<file path="config.mk">
export PLATFORM = sky130hd
export DESIGN_NAME = calc_entry_fsm
export DESIGN_NICKNAME = d
export VERILOG_FILES = /design/src/rtl/calc_entry_fsm.sv
export SDC_FILE = /design/constraint.sdc
export NUM_CORES = 1
export LEC_CHECK = 0
export BUFFER_PORTS_ARGS = -buffer_cell sky130_fd_sc_hd__buf_2
export CELL_PAD_IN_SITES_DETAIL_PLACEMENT = 1
export CELL_PAD_IN_SITES_GLOBAL_PLACEMENT = 2
export CORE_UTILIZATION = 31
export CTS_BUF_LIST = sky130_fd_sc_hd__clkbuf_2 sky130_fd_sc_hd__clkbuf_4 sky130_fd_sc_hd__clkbuf_8
export CTS_CLUSTER_SIZE = 30
export DETAILED_ROUTE_END_ITERATION = 16
export HOLD_SLACK_MARGIN = 0.1
export PLACE_DENSITY_LB_ADDON = 0.12
export SLEW_MARGIN = 20
export SYNTH_ARGS = -nofsm -noshare
export SYNTH_HDL_FRONTEND = slang
export SYNTH_SLANG_ARGS = --single-unit
</file>
<file path="constraint.sdc">
create_clock -name clk -period 2.9 [get_ports clk]
set_input_delay 0.435 -clock clk [delete_from_list [all_inputs] [get_ports clk]]
set_output_delay 0.435 -clock clk [all_outputs]
set_load 0.03 [all_outputs]
</file>
<file path="src/rtl/calc_entry_fsm.sv">
`default_nettype none
// ============================================================================
//  Module   : calc_entry_fsm
//  Brief    : Keypad-to-ALU entry sequencer; builds operand A, operator and
//             operand B from decoded key codes and strobes calc_valid on '='.
//  Revision : 1.0  initial release
// ============================================================================
module calc_entry_fsm #(
    parameter int DATA_W     = 20,
    parameter int MAX_DIGITS = 6
) (
    input  logic              clk,
    input  logic              rst,
    input  logic              key_valid,
    input  logic [4:0]        key_code,
    output logic [DATA_W-1:0] op_a,
    output logic [DATA_W-1:0] op_b,
    output logic [4:0]        operador,
    output logic              calc_valid,
    output logic [DATA_W-1:0] entry_value,
    output logic [2:0]        entry_digits,
    output logic [1:0]        state_o
);

    typedef enum logic [1:0] {
        S_A    = 2'd0,
        S_OP   = 2'd1,
        S_B    = 2'd2,
        S_DONE = 2'd3
    } state_t;

    localparam logic [4:0] c_KEY_EQ  = 5'd14;
    localparam logic [4:0] c_KEY_CLR = 5'd15;
    localparam logic [2:0] c_MAX_DIG = 3'(MAX_DIGITS);

    state_t            r_state,  w_state_nx;
    logic [DATA_W-1:0] r_op_a,   w_op_a_nx;
    logic [DATA_W-1:0] r_op_b,   w_op_b_nx;
    logic [4:0]        r_oper,   w_oper_nx;
    logic [2:0]        r_digits, w_digits_nx;
    logic              r_calc_valid, w_calc_valid_nx;

    logic              w_is_digit;
    logic              w_is_oper;
    logic [DATA_W-1:0] w_digit;
    logic              w_room;

    assign w_is_digit = (key_code < 5'd10);
    assign w_is_oper  = (key_code >= 5'd10) && (key_code <= 5'd13);
    assign w_digit    = DATA_W'(key_code[3:0]);
    assign w_room     = (r_digits < c_MAX_DIG);

    // operand*10 + d as shifts; DATA_W is sized to hold the largest operand
    function automatic logic [DATA_W-1:0] shift_in(input logic [DATA_W-1:0] v,
                                                   input logic [DATA_W-1:0] d);
        return (v << 3) + (v << 1) + d;
    endfunction

    always_ff @(posedge clk) begin
        if (rst) begin
            r_state      <= S_A;
            r_op_a       <= '0;
            r_op_b       <= '0;
            r_oper       <= '0;
            r_digits     <= '0;
            r_calc_valid <= 1'b0;
        end else begin
            r_state      <= w_state_nx;
            r_op_a       <= w_op_a_nx;
            r_op_b       <= w_op_b_nx;
            r_oper       <= w_oper_nx;
            r_digits     <= w_digits_nx;
            r_calc_valid <= w_calc_valid_nx;
        end
    end

    always_comb begin
        w_state_nx      = r_state;
        w_op_a_nx       = r_op_a;
        w_op_b_nx       = r_op_b;
        w_oper_nx       = r_oper;
        w_digits_nx     = r_digits;
        w_calc_valid_nx = 1'b0;

        if (key_valid) begin
            if (w_is_digit) begin
                case (r_state)
                    S_A: begin
                        if (w_room) begin
                            w_op_a_nx   = shift_in(r_op_a, w_digit);
                            w_digits_nx = r_digits + 3'd1;
                        end
                    end
                    S_OP: begin
                        w_op_b_nx   = w_digit;
                        w_digits_nx = 3'd1;
                        w_state_nx  = S_B;
                    end
                    S_B: begin
                        if (w_room) begin
                            w_op_b_nx   = shift_in(r_op_b, w_digit);
                            w_digits_nx = r_digits + 3'd1;
                        end
                    end
                    default: begin
                        // a digit after a result starts a fresh expression
                        w_op_a_nx   = w_digit;
                        w_op_b_nx   = '0;
                        w_oper_nx   = '0;
                        w_digits_nx = 3'd1;
                        w_state_nx  = S_A;
                    end
                endcase
            end else if (w_is_oper) begin
                if (r_state == S_A || r_state == S_OP) begin
                    w_oper_nx  = key_code;
                    w_state_nx = S_OP;
                end
            end else if (key_code == c_KEY_EQ) begin
                if (r_state == S_B) begin
                    w_state_nx      = S_DONE;
                    w_calc_valid_nx = 1'b1;
                end
            end else if (key_code == c_KEY_CLR) begin
                w_op_a_nx   = '0;
                w_op_b_nx   = '0;
                w_oper_nx   = '0;
                w_digits_nx = '0;
                w_state_nx  = S_A;
            end
        end
    end

    assign op_a         = r_op_a;
    assign op_b         = r_op_b;
    assign operador     = r_oper;
    assign calc_valid   = r_calc_valid;
    assign entry_value  = (r_state == S_A || r_state == S_OP) ? r_op_a : r_op_b;
    assign entry_digits = r_digits;
    assign state_o      = r_state;

endmodule
`default_nettype wire

</file>
* Word-level counts from Yosys, hierarchy flattened
Index checks and enable logic that the tools add are counted.
** Cells by class
- Multiply operators :: 0
- Bitwise operators :: 2
- Add/sub/neg operators :: 5
- Div/mod/pow operators :: 0
- Eq/ne operators :: 16
- Muxes and demuxes :: 30
- Magnitude comparators :: 4
- Shift-type cells :: 0
- Reduce and logical (&&, ||, !) cells :: 15
** Operators by type and width (number)
- $mux 20 :: 8
- $pmux 20 s3 :: 1
- $add 20x20->20 :: 2
- $add 20x4->20 :: 2
- $pmux 20 s2 :: 1
- $mux 5 :: 6
- $mux 3 :: 6
- $reduce_and 5->1 :: 3
- $mux 2 :: 6
- $ne 2x2->1 const B :: 6
- $reduce_and 6->1 :: 2
- $eq 5x4->1 const B :: 2
- $ne 3x3->1 const B :: 3
- $ne 3x2->1 const B :: 2
- $ge 5x4->1 const B :: 1
- $le 5x4->1 const B :: 1
- $lt 5x4->1 const B :: 1
- $reduce_or 5->1 :: 1
- $ne 4x3->1 const B :: 1
- $pmux 2 s2 :: 1
- $reduce_bool 4->1 :: 1
- $reduce_or 2->1 :: 2
- $add 3x1->3 const B :: 1
- $lt 3x3->1 const B :: 1
- 10 further kinds :: 11
** Word-level totals
- Bits in read-only memories :: 0
- Word-level logic and storage cells :: 78
- Flip-flop bits (word level) :: 51
- Input port bits :: 8
- Memories kept :: 0
- RAM bits :: 0
- Output and inout bits :: 71
- Latch bits :: 0

* Logic depth before layout (Yosys ltp)
Gate-level depths: netlist of run 1.
- Word-level depth :: 5
- Gate-level depth with buffers :: 11
- Gate-level depth less buffers :: 10

* Worst setup path after synthesis of run 1
No wires, ideal clock.
- Path kind :: input -> register
- From :: input port key_code[3]
- To :: register r_op_b[15], in the netlist op_b[15]
- Arrival time :: 2.970 ns
- Cell stages on the path :: 11
- Setup slack :: -0.187 ns
- Data required time :: 2.783 ns
- Path through :: buf_2 inv_1 fa_1 inv_1 ha_1 a211oi_2 o21bai_2 o311ai_4 a211oi_1 or3_1 a32o_1
** Between the ends
- Cells in the longest elaborated chain, start to end :: 4
** RTL lines
- from (decl) :: RTL line 15 : input logic [4:0] key_code,
- $add 20x4->20 (tied with other cells) :: RTL line 56 : return (v << 3) + (v << 1) + d;
- $mux 20 or $logic_and 1x1->1 (tied branches) :: RTL line 100, 49
- $pmux 20 s3 or $ne 2x2->1 (tied branches)
- $mux 20 or $reduce_and 6->1 (tied branches)
- to (signal assigned) :: RTL line 70 : r_op_b <= w_op_b_nx;
- to (decl) :: RTL line 38 : logic [DATA_W-1:0] r_op_b, w_op_b_nx;
Several ways; a longest one is shown, not always the timed one. The select of a mux whose other input is x is not followed.
A chain may end at the register's enable or synchronous reset.

* Worst setup path after layout of run 1
- From :: register r_op_a[0], in the netlist op_a[0]
- To :: register r_op_a[18], in the netlist op_a[18]
** Between the ends
- Cells in the longest elaborated chain, start to end :: 5
** RTL lines
- from (decl) :: RTL line 37 : logic [DATA_W-1:0] r_op_a, w_op_a_nx;
- from (signal assigned) :: RTL line 69 : r_op_a <= w_op_a_nx;
- $add 20x20->20 :: RTL line 56
- $add 20x4->20 :: RTL line 56
- $mux 20 :: RTL line 89 : if (w_room) begin
- $pmux 20 s2 :: RTL line 87 : case (r_state)
- $mux 20 :: RTL line 86 : if (w_is_digit) begin
Every way passes these cells. The select of a mux whose other input is x is not followed.

==> results of run 1 <==
## cell type report
class                      instances  area share, %
clock buffer                       5           1.28
tap                              180           4.17
timing repair buffer             107           11.3
clock inverter                     2          0.696
inverter                          24           1.67
sequential                        51           18.9
multi-input combinational        443           62.0
## where the power goes
| part | leakage, nW | internal, mW | switching [mW] |
|---|---|---|---|
| Sequential | 0.411 | 0.704 | 0.00484 |
| Clock | 0.0502 | 0.253 | 0.286 |
| Combinational | 2.23 | 0.0628 | 0.117 |
## kinds of logic (layout without fill, tap and decap cells)
logic type | after synthesis | after routing
flops | 51 | 51
mux | 26 | 26
buf+inv | 44 | 138
simple gates | 166 | 166
xor+xnor | 25 | 25
compound gates | 149 | 149
fa+ha+maj | 77 | 77
## routing by layer
layer	GRT usage (%)	routed length [um]	vias to the layer above
met2	37.7	7410	91
met1	25.1	6940	2103
li1	-	-	2175
met3	4.11	602	19
met4	5.42	271	0
met5	0	0	-
## registers in the layout, summed over array words and instances, names as in the netlist
register      flops
entry_digits      3
operador          5
op_a             20
op_b             20
calc_valid        1
state_o           2
## synthesized netlist by cell type, types with 15 or more instances
cell type and n:
xnor2_1 16, nand2_1 40, mux2_2 19, nor3_1 15, ha_1 73, o21ai_0 22
inv_1 24, a21oi_1 40, dfxtp_1 51, nor2_1 53, nand3_1 15
## cell usage in the layout (no fill, tap or decap), drive strengths merged, types with 9 or more instances in the layout
master and n:
dfxtp 51, a22oi 9, xor2 9, nor3 15, a21oi 40, buf 107
nor2 53, nand3 15, nand2 40, mux2 19, o21ai 25, inv 24
xnor2 16, ha 73
## worst min-delay path by stage
stage	end	slack [ns]
2_1_floorplan	operador[2]$_SDFFE_PP0P_	0.58
3_3_place_gp	operador[2]$_SDFFE_PP0P_	0.44
3_5_place_dp	operador[2]$_SDFFE_PP0P_	0.45
4_1_cts	operador[3]$_SDFFE_PP0P_	0.37
5_1_grt	op_a[0]$_SDFFE_PP0P_	0.39
6_report	operador[3]$_SDFFE_PP0P_	0.39
## critical path, cell delays in order, from the launching register on
cell and delay [ns]:
dfxtp_1 0.36, inv_1 0.07, fa_1 0.51, fa_1 0.46, nand2b_1 0.21, a21oi_2 0.17
o21ai_2 0.11, o311ai_1 0.27, buf_4 0.18, mux2i_1 0.22, nand3_1 0.10
## repair_timing
item / in CTS / in global routing
pin swaps: 1 / 0
setup endpoints to repair: 1 / 1
resized for setup: 0 / 2
cloned: 0 / 0
buffers inserted: 0 / 0
## stage by stage
stage | worst slack, ns | setup TNS [ns] | instance area [um^2]
6_report | 0.126 | 0 | 5400
5_1_grt | 0.0170 | 0 | 5400
4_1_cts | 0.0110 | 0 | 5390
3_5_place_dp | -0.249 | -0.512 | 5280
3_3_place_gp | -0.0797 | -0.134 | 5280
2_1_floorplan | 0.0102 | 0 | 4560
==> summary.md, run 1 <==
| Metric | Value |
|---|---|
| Std cell rows | `43` |
| R2R depth | `10` |
| Core area | `14,100 um^2` |
| RSZ-0062 raised after global routing | `no` |
| Worst slew margin | `64.5%` |
| H-Tree Depth | `2` |
| Max IR drop VDD | `0.152 mV` |
| Global Route Usage Sum | `20.9%` |
| Tightest hold margin | `0.387 ns` |
| CP Launch Point | `op_a[0]$_SDFFE_PP0P_` |
| WP data required | `3.13 ns` |
| Post-synthesis simple-gate area fraction | `17.6%` |
| First drt pass iteration count | `4` |
| Crit-path max FO | `4` |
| Synth Net Count | `623` |
| Max Clock Skew | `0.0118 ns` |
| Unique masters post-synth | `61` |
| Synth Warn # | `0` |
| Worst setup path end | `op_a[18]$_SDFFE_PP0P_` |
| Crit path launch type | `flop` |
| Post-synth EDFFs | `0` |
| Ranking of synthesized cells by area | `dfxtp_1 (22%), ha_1 (20%), mux2_2 (4.7%), a21oi_1 (4.4%), nor2_1 (4.4%)` |
| Inserted Diodes | `0` |
| Initial antenna violation count | `0` |
| Data arrival time of the critical path | `3.00 ns` |
| Antenna Nets Post-Route | `0` |
| Share of layout cells above drive strength 1 | `23.4%` |
| Placed Instances | `805` |
| PwrDens | `265 nW/um^2` |
| Die X | `123 um` |
| Hold depth | `3` |
| Fin cells | `812` |
| Crit share post-route | `95.6%` |
| Initial Utilization | `32.2%` |
| Hold_sp | `key_valid` |
| Die height | `123 um` |
| Worst skew pair latency | `0.33 ns` |
| Final Wtd Congestion | `0.844` |
| Max-slew violation count | `0` |
| Max Fclk | `0.361 GHz` |
| CTS tree | `done` |
| Status | `finished clean` |
| Global-route wire length before repair | `24.2 mm` |
| Primary FF master, synth | `dfxtp_1` |
| Sequential area share after synthesis | `22.5%` |
| DP Wirelength | `12.2 mm` |
| Post-Syn Area | `4540 um^2` |
| Largest net degree at the start of global routing | `30` |
| FF-to-FF Start | `op_a[0]$_SDFFE_PP0P_` |
| FILL cells | `1,739` |
| Vias in the first global route | `4,570` |
| CTS Hold Bufs | `0` |
| Clk root buf | `clkbuf_8` |
| Adder-Cell Fraction of Synth Area | `21.9%` |
| Leak Pwr | `2.69 nW` |
| CTS Sinks | `51` |
| Reg-to-Reg End | `op_a[18]$_SDFFE_PP0P_` |
| Syn avg cell area | `8.44 um^2` |
| Nets@finish | `717` |
| Compound-Gate Fraction of Synth Area | `22.6%` |
| Max Cap Viol | `0` |
| Crit path time final | `2.77 ns` |
| Syn Inst Count | `538` |
| CTS clk-pin slew, worst paths | `0.11 ns` |
| Vias | `4,388` |
| 1st-iter DRT viols | `150` |
| Hold Path Class | `in -> reg` |
| Num CTS Buffers | `5` |
| DRC | `0` |
| Via density per instance | `5.40` |
| Quantity of I/O buffers inserted on ports | `78` |
| Register Area | `1020 um^2` |
| Slew @ Worst Pin | `0.532 ns` |
| Post-synthesis mux area share | `6.26%` |
| CP endpoint kind | `flop` |
| CTS Buffer Depth | `2` |
| Final Hold Fails | `0` |
| Fin util | `38.3%` |
| GRT overflow | `0` |
| DR WL/cell | `18.8 um` |
| Yosys reg bits | `51` |
| Multi-input gate area | `3350 um^2` |
| Total chip power | `1.43 mW` |
| Yosys top cell area share | `22.5%` |
| WS Path Type | `reg -> reg` |
| Routed WL | `15.2 mm` |
| Worst reg2reg setup slack | `0.13 ns` |
| Ys async rst share | `0%` |
| # IOs | `79` |
| Largest family of logic cells by synthesized area | `compound AO/OA/AOI/OAI gates` |
| Die ar. | `15,100 um^2` |
| Xor and xnor fraction of the mapped netlist area | `4.82%` |
| Synth-to-layout area growth | `18.9%` |
| Area leader, netlist | `dfxtp_1` |
| Endpoints failing setup | `0` |
(Power assumes the default switching activity.)
==> inputs of run 2 (changes only) <==
Settings changed: CORE_MARGIN set to 8, REMOVE_ABC_BUFFERS set to 1.
==> summary.md, run 2 (same netlist as run 1, synthesis figures left out) <==
| Metric | Value |
|---|---|
| Hold Path Class | `in -> reg` |
| Num CTS Buffers | `5 (unchanged)` |
| Global-route wire length before repair | `25.4 mm (+5.1%)` |
| CTS tree | `done` |
| Routed WL | `15.7 mm (+3.3%)` |
| Crit share post-route | `95.3% (-0.30 points)` |
| WS Path Type | `reg -> reg` |
| Crit path launch type | `flop` |
| Max Fclk | `0.362 GHz (+0.31%)` |
| Critical Path Max Stage Delay | `0.50 ns (about the same)` |
| GRT overflow | `0 (unchanged)` |
| Global Route Usage Sum | `17.2% (-3.7 points)` |
| Initial antenna violation count | `0 (unchanged)` |
| R2R depth | `10 (unchanged)` |
| Vias | `4,369 (-0.43%)` |
| Endpoints failing setup | `0 (unchanged)` |
| Max-slew violation count | `0 (unchanged)` |
| Tightest hold margin | `0.416 ns (+0.0289 ns)` |
| Antenna Nets Post-Route | `0 (unchanged)` |
| Status | `finished clean` |
| Largest net degree at the start of global routing | `30 (unchanged)` |
| PwrDens | `251 nW/um^2 (-5.0%)` |
| Leak Pwr | `2.70 nW (+0.50%)` |
| Share of layout cells above drive strength 1 | `23.0% (-0.43 points)` |
| CTS Sinks | `51 (unchanged)` |
| H-Tree Depth | `2 (unchanged)` |
| CTS clk-pin slew, worst paths | `0.10 ns (about the same)` |
| WP data required | `3.14 ns (about the same)` |
| Die X | `137 um (+11%)` |
| Max Clock Skew | `0.0184 ns (+0.00666 ns)` |
| Die ar. | `18,800 um^2 (+24%)` |
| Die height | `137 um (+11%)` |
| Total chip power | `1.36 mW (-5.0%)` |
| Initial Utilization | `31.5% (-0.73 points)` |
| Crit path time final | `2.77 ns (-0.00870 ns)` |
| Max Cap Viol | `0 (unchanged)` |
| Via density per instance | `5.33 (-1.3%)` |
| Slowest cell on crit path | `fa_1` |
| Core area | `14,400 um^2 (+2.3%)` |
| Clk root buf | `clkbuf_8` |
| Worst skew pair latency | `0.34 ns (about the same)` |
| Most used cell, CP | `inv_1` |
| CTS Buffer Depth | `2 (unchanged)` |
| 1st-iter DRT viols | `149 (-0.67%)` |
| Data arrival time of the critical path | `3.00 ns (about the same)` |
| Most frequent cells in the layout | `buf_2 (78), ha_1 (73), nor2_1 (52)` |
| CP endpoint kind | `flop` |
| DR WL/cell | `19.2 um (+2.5%)` |
| Fin util | `37.4% (-0.87 points)` |
| Max IR drop VDD | `0.130 mV (-14%)` |
| # IOs | `79 (unchanged)` |
| Cell breakdown of the critical path | `inv_1 > fa_1 > inv_1 > ha_1 > a211oi_2 > o21bai_2 > o311ai_4 > a211oi_1 > or3_1 > a32o_1` |
| DP Wirelength | `12.7 mm (+4.1%)` |
| Quantity of I/O buffers inserted on ports | `78 (unchanged)` |
| CTS Hold Bufs | `0 (unchanged)` |
| DRC | `0 (unchanged)` |
| Final Hold Fails | `0 (unchanged)` |
| Inserted Diodes | `0 (unchanged)` |
| First drt pass iteration count | `4 (unchanged)` |
| Commonest non-fill, non-tap cell in the layout | `buf_2` |
| Final Wtd Congestion | `0.823 (-2.4%)` |
| Synth-to-layout area growth | `18.9% (unchanged)` |
| Crit-path max FO | `4 (unchanged)` |
| Nets@finish | `720 (+0.42%)` |
| Vias in the first global route | `4,780 (+4.6%)` |
| Worst slew margin | `62.6% (-1.9 points)` |
| Hold depth | `3 (unchanged)` |
| Slew @ Worst Pin | `0.559 ns (+0.0278 ns)` |
| Std cell rows | `44 (+2.3%)` |
==> run 2: area by class of cell <==
cell class | instances | area, um^2
clock inverters | 1 | 5.00
flip-flops and latches | 51 | 1020
inverters | 24 | 90.1
repair buffers | 110 | 643
clock buffers | 6 | 82.6
multi-input cells | 443 | 3320
well taps | 184 | 230
fillers | 1767 | 9030
==> run 2: worst max-delay path: cells and delay by family, from the launching register on <==
| kind | cells | cell delay [ns] |
|---|---|---|
| compound gates | 5 | 1.05 |
| fa+ha+maj | 2 | 0.82 |
| buf+inv | 2 | 0.11 |
| flops | 1 | 0.34 |
| simple gates | 1 | 0.35 |
==> run 2: where the power goes <==
group / switching, mW / internal [mW] / leakage [nW]
clock: 0.277 / 0.189 / 0.0470
combinational: 0.117 / 0.0653 / 2.25
sequential: 0.00461 / 0.704 / 0.411
total: 0.399 / 0.958 / 2.70
==> run 2: final timing paths <==
check / startpoint / to / slack, ns
setup / recovery: op_b[0]$_SDFFE_PP0P_ / op_b[15]$_SDFFE_PP0P_ / 0.13
hold reg to reg: operador[2]$_SDFFE_PP0P_ / operador[2]$_SDFFE_PP0P_ / 0.46
hold / removal: key_code[0] / op_a[0]$_SDFFE_PP0P_ / 0.42
setup reg to reg: op_b[0]$_SDFFE_PP0P_ / op_b[15]$_SDFFE_PP0P_ / 0.13
==> run 2: per-layer routing <==
layer  wire, um  global-route usage [%]  share of wire, %  up-vias
met5          0                       0                 0        -
met4        157                    3.08               1.0        0
met3        675                    3.78               4.3       11
met2       7570                    30.3                48       79
met1       7330                    21.1                47     2089
li1           -                       -                 -     2190
==> run 2: metrics by stage <==
| stage | std cells | cell area, um^2 | TNS (ns) | setup slack (ns) |
|---|---|---|---|---|
| floorplan | 518 | 4430 | -0.675 | -0.118 |
| global placement | 811 | 5300 | -0.721 | -0.175 |
| detailed placement | 811 | 5300 | -1.13 | -0.214 |
| CTS | 818 | 5390 | 0 | 0.0880 |
| global route | 819 | 5400 | -0.00576 | -0.00576 |
| finish | 819 | 5400 | 0 | 0.135 |
==> run 2: what timing repair did <==
action,CTS,global route
setup buffers,0,1
gates resized for setup,0,1
endpoints found under the setup margin,0,5
